--- src/rtl/fabric_cfg_ctrl.sv ---
// fabric_cfg_ctrl: configuration/run sequencer for a small CLB fabric.
// Streams one bitstream frame per tile (tile 0 first) with a per-tile ready
// handshake, holds execution off until every tile is loaded, and counts the
// cycles spent running.
// Optional feature macro: FRAME_CHECK_EN -- when defined, an accepted beat whose
// cfg_tlast disagrees with the expected end of frame sends the block to ERROR.
module fabric_cfg_ctrl #(
    parameter int NUM_CLBS      = 4,
    parameter int DATA_WIDTH    = 8,
    parameter int WORDS_PER_CLB = 4,
    parameter int COUNT_WIDTH   = 16,
    localparam int CW = (NUM_CLBS > 1) ? $clog2(NUM_CLBS) : 1,
    localparam int WW = (WORDS_PER_CLB > 1) ? $clog2(WORDS_PER_CLB) : 1
) (
    input  logic                   clk,
    input  logic                   rst,
    input  logic                   cfg,
    input  logic [DATA_WIDTH-1:0]  cfg_tdata,
    input  logic                   cfg_tvalid,
    input  logic                   cfg_tlast,
    output logic                   cfg_tready,
    output logic [DATA_WIDTH-1:0]  clb_cfg_data,
    output logic [NUM_CLBS-1:0]    clb_cfg_valid,
    output logic                   clb_cfg_last,
    input  logic [NUM_CLBS-1:0]    clb_cfg_ready,
    input  logic                   run,
    output logic                   run_en,
    output logic                   cfg_busy,
    output logic                   cfg_done,
    output logic                   cfg_err,
    output logic [CW-1:0]          cur_clb,
    output logic [COUNT_WIDTH-1:0] run_cycles
);

    typedef enum logic [2:0] {
        S_INIT,
        S_CONFIG,
        S_IDLE,
        S_RUN,
        S_ERROR
    } state_t;

    localparam logic [CW-1:0] LAST_CLB  = CW'(NUM_CLBS - 1);
    localparam logic [WW-1:0] LAST_WORD = WW'(WORDS_PER_CLB - 1);

    state_t                 state_q, state_d;
    logic [WW-1:0]          word_cnt_q, word_cnt_d;
    logic [CW-1:0]          cur_clb_q, cur_clb_d;
    logic                   cfg_done_q, cfg_done_d;
    logic [COUNT_WIDTH-1:0] run_cycles_q, run_cycles_d;

    logic                   in_cfg;
    logic [NUM_CLBS-1:0]    rdy_shift;
    logic                   accept;
    logic                   frame_bad;

    // Handshake and tile-facing outputs, decoded from the registered state
    always_comb begin
        in_cfg        = (state_q == S_CONFIG);
        rdy_shift     = clb_cfg_ready >> cur_clb_q;
        cfg_tready    = in_cfg & rdy_shift[0];
        clb_cfg_valid = (in_cfg && cfg_tvalid) ? (NUM_CLBS'(1) << cur_clb_q) : '0;
        clb_cfg_last  = in_cfg && (word_cnt_q == LAST_WORD);
        clb_cfg_data  = cfg_tdata;
        accept        = cfg_tready & cfg_tvalid;
        run_en        = (state_q == S_RUN);
        cfg_busy      = in_cfg;
        cfg_err       = (state_q == S_ERROR);
        cfg_done      = cfg_done_q;
        cur_clb       = cur_clb_q;
        run_cycles    = run_cycles_q;
    end

`ifdef FRAME_CHECK_EN
    assign frame_bad = (cfg_tlast != clb_cfg_last);
`else
    // Frames are delimited purely by the word counter; tlast is not consulted
    logic unused_tlast;
    assign unused_tlast = cfg_tlast;
    assign frame_bad    = 1'b0;
`endif

    // Next-state logic for the sequencer, frame counters and run counter
    always_comb begin
        state_d      = state_q;
        word_cnt_d   = word_cnt_q;
        cur_clb_d    = cur_clb_q;
        cfg_done_d   = cfg_done_q;
        run_cycles_d = run_cycles_q;
        case (state_q)
            S_INIT, S_ERROR: begin
                if (cfg) begin
                    state_d    = S_CONFIG;
                    word_cnt_d = '0;
                    cur_clb_d  = '0;
                    cfg_done_d = 1'b0;
                end
            end
            S_CONFIG: begin
                if (accept) begin
                    if (frame_bad) begin
                        state_d = S_ERROR;
                    end else if (word_cnt_q == LAST_WORD) begin
                        word_cnt_d = '0;
                        if (cur_clb_q == LAST_CLB) begin
                            cur_clb_d  = '0;
                            state_d    = S_IDLE;
                            cfg_done_d = 1'b1;
                        end else begin
                            cur_clb_d = cur_clb_q + 1'b1;
                        end
                    end else begin
                        word_cnt_d = word_cnt_q + 1'b1;
                    end
                end
            end
            S_IDLE: begin
                if (cfg) begin
                    state_d    = S_CONFIG;
                    word_cnt_d = '0;
                    cur_clb_d  = '0;
                    cfg_done_d = 1'b0;
                end else if (run) begin
                    state_d      = S_RUN;
                    run_cycles_d = '0;
                end
            end
            S_RUN: begin
                // The exit cycle still counts, so N cycles of run_en give N
                run_cycles_d = (run_cycles_q == '1) ? run_cycles_q : run_cycles_q + 1'b1;
                if (cfg) begin
                    state_d    = S_CONFIG;
                    word_cnt_d = '0;
                    cur_clb_d  = '0;
                    cfg_done_d = 1'b0;
                end else if (!run) begin
                    state_d = S_IDLE;
                end
            end
            default: state_d = S_INIT;
        endcase
    end

    // State register with synchronous reset
    always_ff @(posedge clk) begin
        if (rst) begin
            state_q      <= S_INIT;
            word_cnt_q   <= '0;
            cur_clb_q    <= '0;
            cfg_done_q   <= 1'b0;
            run_cycles_q <= '0;
        end else begin
            state_q      <= state_d;
            word_cnt_q   <= word_cnt_d;
            cur_clb_q    <= cur_clb_d;
            cfg_done_q   <= cfg_done_d;
            run_cycles_q <= run_cycles_d;
        end
    end

endmodule

--- config.mk ---
export PLATFORM = sky130hd
export DESIGN_NAME = fabric_cfg_ctrl
export DESIGN_NICKNAME = d
export VERILOG_FILES = /design/src/rtl/fabric_cfg_ctrl.sv
export SDC_FILE = /design/constraint.sdc
export NUM_CORES = 1
export LEC_CHECK = 0
export CAP_MARGIN = 20
export CORE_UTILIZATION = 30
export DETAILED_ROUTE_END_ITERATION = 8
export REMOVE_ABC_BUFFERS = 1
export SLEW_MARGIN = 40
export SYNTH_ARGS = -nofsm -noshare
export SYNTH_HDL_FRONTEND = slang
export SYNTH_SLANG_ARGS = --single-unit
--- constraint.sdc ---
create_clock -name clk -period 2 [get_ports clk]
set_input_delay 0.6 -clock clk [delete_from_list [all_inputs] [get_ports clk]]
set_output_delay 0.6 -clock clk [all_outputs]
set_load 0.05 [all_outputs]
======== Word level (Yosys, flattened, before mapping) ========
Cells that the tools add are included.
word-level totals
  output and inout port bits .............. 36
  word-level logic and storage cells ...... 68
  bits of input ports ..................... 18
  register bits ........................... 24
operators by class
  reductions and logical operators ........ 12
  add/subtract/negate cells ............... 3
  bitwise logic cells ..................... 2
  shifts and indexed selects .............. 2
  equality and inequality tests ........... 17
  muxes and demuxes ....................... 27
operators with widths
  cell                   number
  $mux 16                3
  $pmux 16 s2            1
  $mux 3                 8
  $add 16x1->16 const B  1
  $eq 16x16->1 const B   1
  $mux 2                 6
  $pmux 3 s4             1
  $ne 2x1->1 const B     4
  $ne 2x2->1 const B     4
  $pmux 2 s2             2
  $reduce_and 4->1       2
  $eq 3x2->1 const B     2
  $ne 3x3->1 const B     2
  $reduce_and 6->1       1
  $reduce_and 5->1       1
  $add 2x1->2 const B    2
  $eq 2x2->1 const B     2
  $mux 1                 4
  $mux 4                 1
  $reduce_bool 2->1      2
  $reduce_or 4->1        1
  $shl 1x2->4 const A    1
  $shr 4x2->1            1
  $eq 3x1->1 const B     1
  other kinds (7)        9

======== Logic depth before layout (Yosys ltp) ========
  word-level depth ........................ 5
  gate-level depth with buffers ........... 7
  mapped depth without buffers ............ 5

======== Least setup slack after synthesis ========
Ideal clock, no wire load.
  path type ............................... reg-to-output
  start ................................... register cur_clb_q[0], in the netlist cur_clb[0]
  end ..................................... output cfg_tready
  data required time ...................... 1.400 ns
  path buffers ............................ 0
  cell stages (with the launch flop) ...... 3
  arrival ................................. 1.659 ns
  setup slack ............................. -0.259 ns
  cells stage by stage .................... dfxtp_1 -> mux4_2 -> and2_1
between the ends
  longest elaborated chain between the ends .. 2
RTL lines
  what                    line  text
  from (decl)             48    logic [CW-1:0] cur_clb_q, cur_clb_d;
  from (signal assigned)  155   cur_clb_q <= cur_clb_d;
  $shr 4x2->1             60    rdy_shift = clb_cfg_ready >> cur_clb_q;
  $and 1x1->1             61    cfg_tready = in_cfg & rdy_shift[0];
  to (decl)               21    output logic cfg_tready,
No other way between the ends.

======== Final worst setup path ========
  start ................................... input clb_cfg_ready[3]
  end ..................................... output cfg_tready
between the ends
  longest elaborated chain between the ends .. 2
RTL lines
  what         line  text
  from (decl)  25    input logic [NUM_CLBS-1:0] clb_cfg_ready,
  $shr 4x2->1  60
  $and 1x1->1  61
No other way between the ends.

==> reports/metrics.cfg <==
[worst_setup_path]
reg2regPathDepth = 5
crit_fanout = 2
timing.setup.critical_path_class = input pin to primary output
crit_path_end_kind = primary output
data_required_critical_path_ns = 1.40
worstPathCellList = buf_6, mux4_2, and2_4, buf_8
r2r-end = state_q[0]
category_of_the_worst_setup_path_launch_point = input pin
rrSetupSlack_ns = 0.18
crit_arrival_ns = 1.46
critical-path-max-stage-delay_ns = 0.47
r2r_start = cur_clb[0]
timing.critical_path.slowest_stage_cell = sky130_fd_sc_hd__mux4_2

[place]
dp_slack_ns = -0.430
port_buffers = 35
placedCellCount = 258
hpwlAfterDp_mm = 2.62
gp_weighted_congestion = 0.757

[routing]
initialDrtViolationCount = 75
route.detailed.drc = 4
route.final.wire_length_mm = 3.56
avgRoutedWirePerCell_um = 13.4
drt-vias-per-instance = 5.41
final_antenna_net_count = 0
vias = 1438
detailedRoute.firstPassIterationCount = 6

[sta]
setup_viol_count_final = 1
setup_ws_ns = -0.0627
unrepaired_setup_endpoints_after_global_routing = yes
report.final.hold_viol_count = 0
fin_crit_sh = 1.03
slew_violations = 0
f_max_mhz = 485
clock_skew_ns = 0.00175
min_period_ns = 2.06
worst_hold_slack_ns = 0.496

[global_routing]
grt.total_usage = 0.142
first_global_vias = 1246
grt_pass1_wl_mm = 5.71
global_route.overflow_total = 0
antenna_found_initial = 0
largest_net_degree_at_the_start_of_global_routing = 13

[logic_synthesis]
yosys_reg_bits = 23
post_synth_inst_count = 164
synth.yosys.seq_area_share = 0.326
synth_top_area_frac = 0.326
cell_area_synth_um2 = 1410
synth_edf_count = 0
synth_warnings = 0
synth_ff_type = sky130_fd_sc_hd__dfxtp_1
synth.avg_cell_area_um2 = 8.61
synthTopCellsByArea = sky130_fd_sc_hd__dfxtp_1, sky130_fd_sc_hd__or4_1, sky130_fd_sc_hd__o31ai_1, sky130_fd_sc_hd__a21oi_1, sky130_fd_sc_hd__buf_4
synthTopCellsByCount = sky130_fd_sc_hd__dfxtp_1, sky130_fd_sc_hd__a21oi_1, sky130_fd_sc_hd__nand2_1, sky130_fd_sc_hd__or4_1, sky130_fd_sc_hd__o31ai_1
async_flop_share = 0
post-synth-top-count-cell = sky130_fd_sc_hd__dfxtp_1
ys_types = 42
synthDominantAreaCellType = sky130_fd_sc_hd__dfxtp_1

[finish]
fillCellCount = 425
final_cell_count_without_fillers = 266
fin_util = 0.470
multi_input_comb_area_um2 = 898
seq_area_um2 = 463
num_antenna_cells = 0
finalNetCount = 239
drive_above_1_share = 0.383
areaGrowthSynthToFinish_pct = 48.0

[worst_hold_path]
hold-path-cell-count = 2
whs_endpoint = word_cnt_q[0]
hold_path_startpoint = word_cnt_q[0]
hold_path.class = register to register

[floorplan]
placementRows = 24
die_height_um = 70.6
die-width_um = 70.6
pin_count = 54
design.die.area_um2 = 4990
placeableCoreArea_um2 = 4440
starting_utilization_of_the_core_area = 0.318

[clocking]
number_of_buffers_created_by_cts = 3
ctsHtreeMaxLevel = 1
worst_skew_pair.late_latency_ns = 0.27
path_clk_slew_ns = 0.08
clock_sink_count = 23
post_cts_hold_buffer_count = 0
cts.root.buffer_cell = sky130_fd_sc_hd__clkbuf_8
clock_tree.buffer_depth = 2
cts_tree = done

[power_and_ir_drop]
total_leakage_power_uw = 0.000771
power_frac_seq = 0.530
internal_power_component_uw = 656
switching_share = 0.243
cellPowerDensity_nw_per_um2 = 415
vdd_drop_max_mv = 0.199
combPwrFrac = 0.131
power_frac_clock = 0.338
power_switching_uw = 211

[status]
failed_checks = DRC, setup timing
run_status = complete, but fails checks

[flow_run]
max_cap_viol_count = 0

## critical path, delay by kind of cell
family	cells	cell delay [ns]
buf+inv	2	0.23
simple gates	1	0.16
mux	1	0.47
## per-layer routing
layer	vias to the layer above	GRT usage	part of all wire
met5	-	0	0
met1	665	0.195	0.48
met2	46	0.214	0.46
met3	6	0.0399	0.050
li1	721	-	-
met4	0	0.0467	0.010
## how the worst max path moves through the flow
| stage | startpoint | cells past startpoint | endpoint |
|---|---|---|---|
| after floorplan | cur_clb[0] | 2 | cfg_tready |
| after global placement | clb_cfg_ready[3] | 4 | cfg_tready |
| after detailed placement | clb_cfg_ready[3] | 4 | cfg_tready |
| after CTS | clb_cfg_ready[3] | 4 | cfg_tready |
| after global routing | cur_clb[0] | 3 | cfg_tready |
| final | clb_cfg_ready[3] | 4 | cfg_tready |
## cells in the final DEF, fill, tap and decap left out, types with 3 or more instances in the layout
cell type / n
sky130_fd_sc_hd__nand3_1: 6
sky130_fd_sc_hd__and3_4: 4
sky130_fd_sc_hd__and2_1: 4
sky130_fd_sc_hd__nand2_1: 12
sky130_fd_sc_hd__o31ai_1: 10
sky130_fd_sc_hd__clkbuf_8: 3
sky130_fd_sc_hd__buf_6: 4
sky130_fd_sc_hd__buf_4: 42
sky130_fd_sc_hd__a21oi_2: 3
sky130_fd_sc_hd__a21oi_1: 13
sky130_fd_sc_hd__and4_1: 3
sky130_fd_sc_hd__inv_1: 9
sky130_fd_sc_hd__buf_12: 8
sky130_fd_sc_hd__ha_1: 5
sky130_fd_sc_hd__nand4_1: 6
sky130_fd_sc_hd__clkdlybuf4s50_1: 3
sky130_fd_sc_hd__nor2_1: 4
sky130_fd_sc_hd__dfxtp_1: 21
sky130_fd_sc_hd__or4_1: 10
## stage by stage
step | TNS [ns] | total power, uW | instance area (um^2)
after CTS | -0.0644 | 872 | 2010
after floorplan | -0.571 | 511 | 1310
final | -0.0627 | 867 | 2090
after detailed placement | -6.00 | 572 | 1930
after global placement | -5.58 | 572 | 1930
after global routing | -0.172 | 909 | 2090
## final cells by class
class                      instances  share of cell area
timing repair buffer              60               0.277
inverter                          10              0.0192
tap                               52              0.0311
clock buffer                       4              0.0215
sequential                        23               0.221
multi-input combinational        117               0.430
## registers in the layout (all words and copies together) (netlist names)
register    count
state_q         2
run_cycles     16
cur_clb         2
word_cnt_q      2
cfg_done        1
## kinds of logic (layout without fill, tap and decap cells)
family | Yosys count | in the layout | synth area share
multiplexers | 2 | 2 | 0.0230
AO/OA/AOI/OAI | 43 | 44 | 0.215
flip-flops | 23 | 23 | 0.326
adder cells (fa/ha/maj) | 6 | 6 | 0.0531
buffers and inverters | 25 | 74 | 0.0965
AND/OR/NAND/NOR | 64 | 64 | 0.283
other | 1 | 1 | 0.00265
## power groups by stage
| stage | Sequential [uW] | Combinational [uW] | Clock [uW] |
|---|---|---|---|
| after global routing | 460 | 120 | 328 |
| final | 460 | 114 | 293 |
| after detailed placement | 471 | 101 | 0 |
| after floorplan | 474 | 37.5 | 0 |
| after CTS | 460 | 106 | 306 |
| after global placement | 471 | 101 | 0 |
## timing repair
item	4_1_cts	5_1_grt
resized for setup	26	11
endpoints found under the hold margin	0	0
buffers inserted	0	3
cloned	0	1
pin swaps	1	7
endpoints found under the setup margin	12	15
No activity file was read; power rests on OpenSTA's default activity.
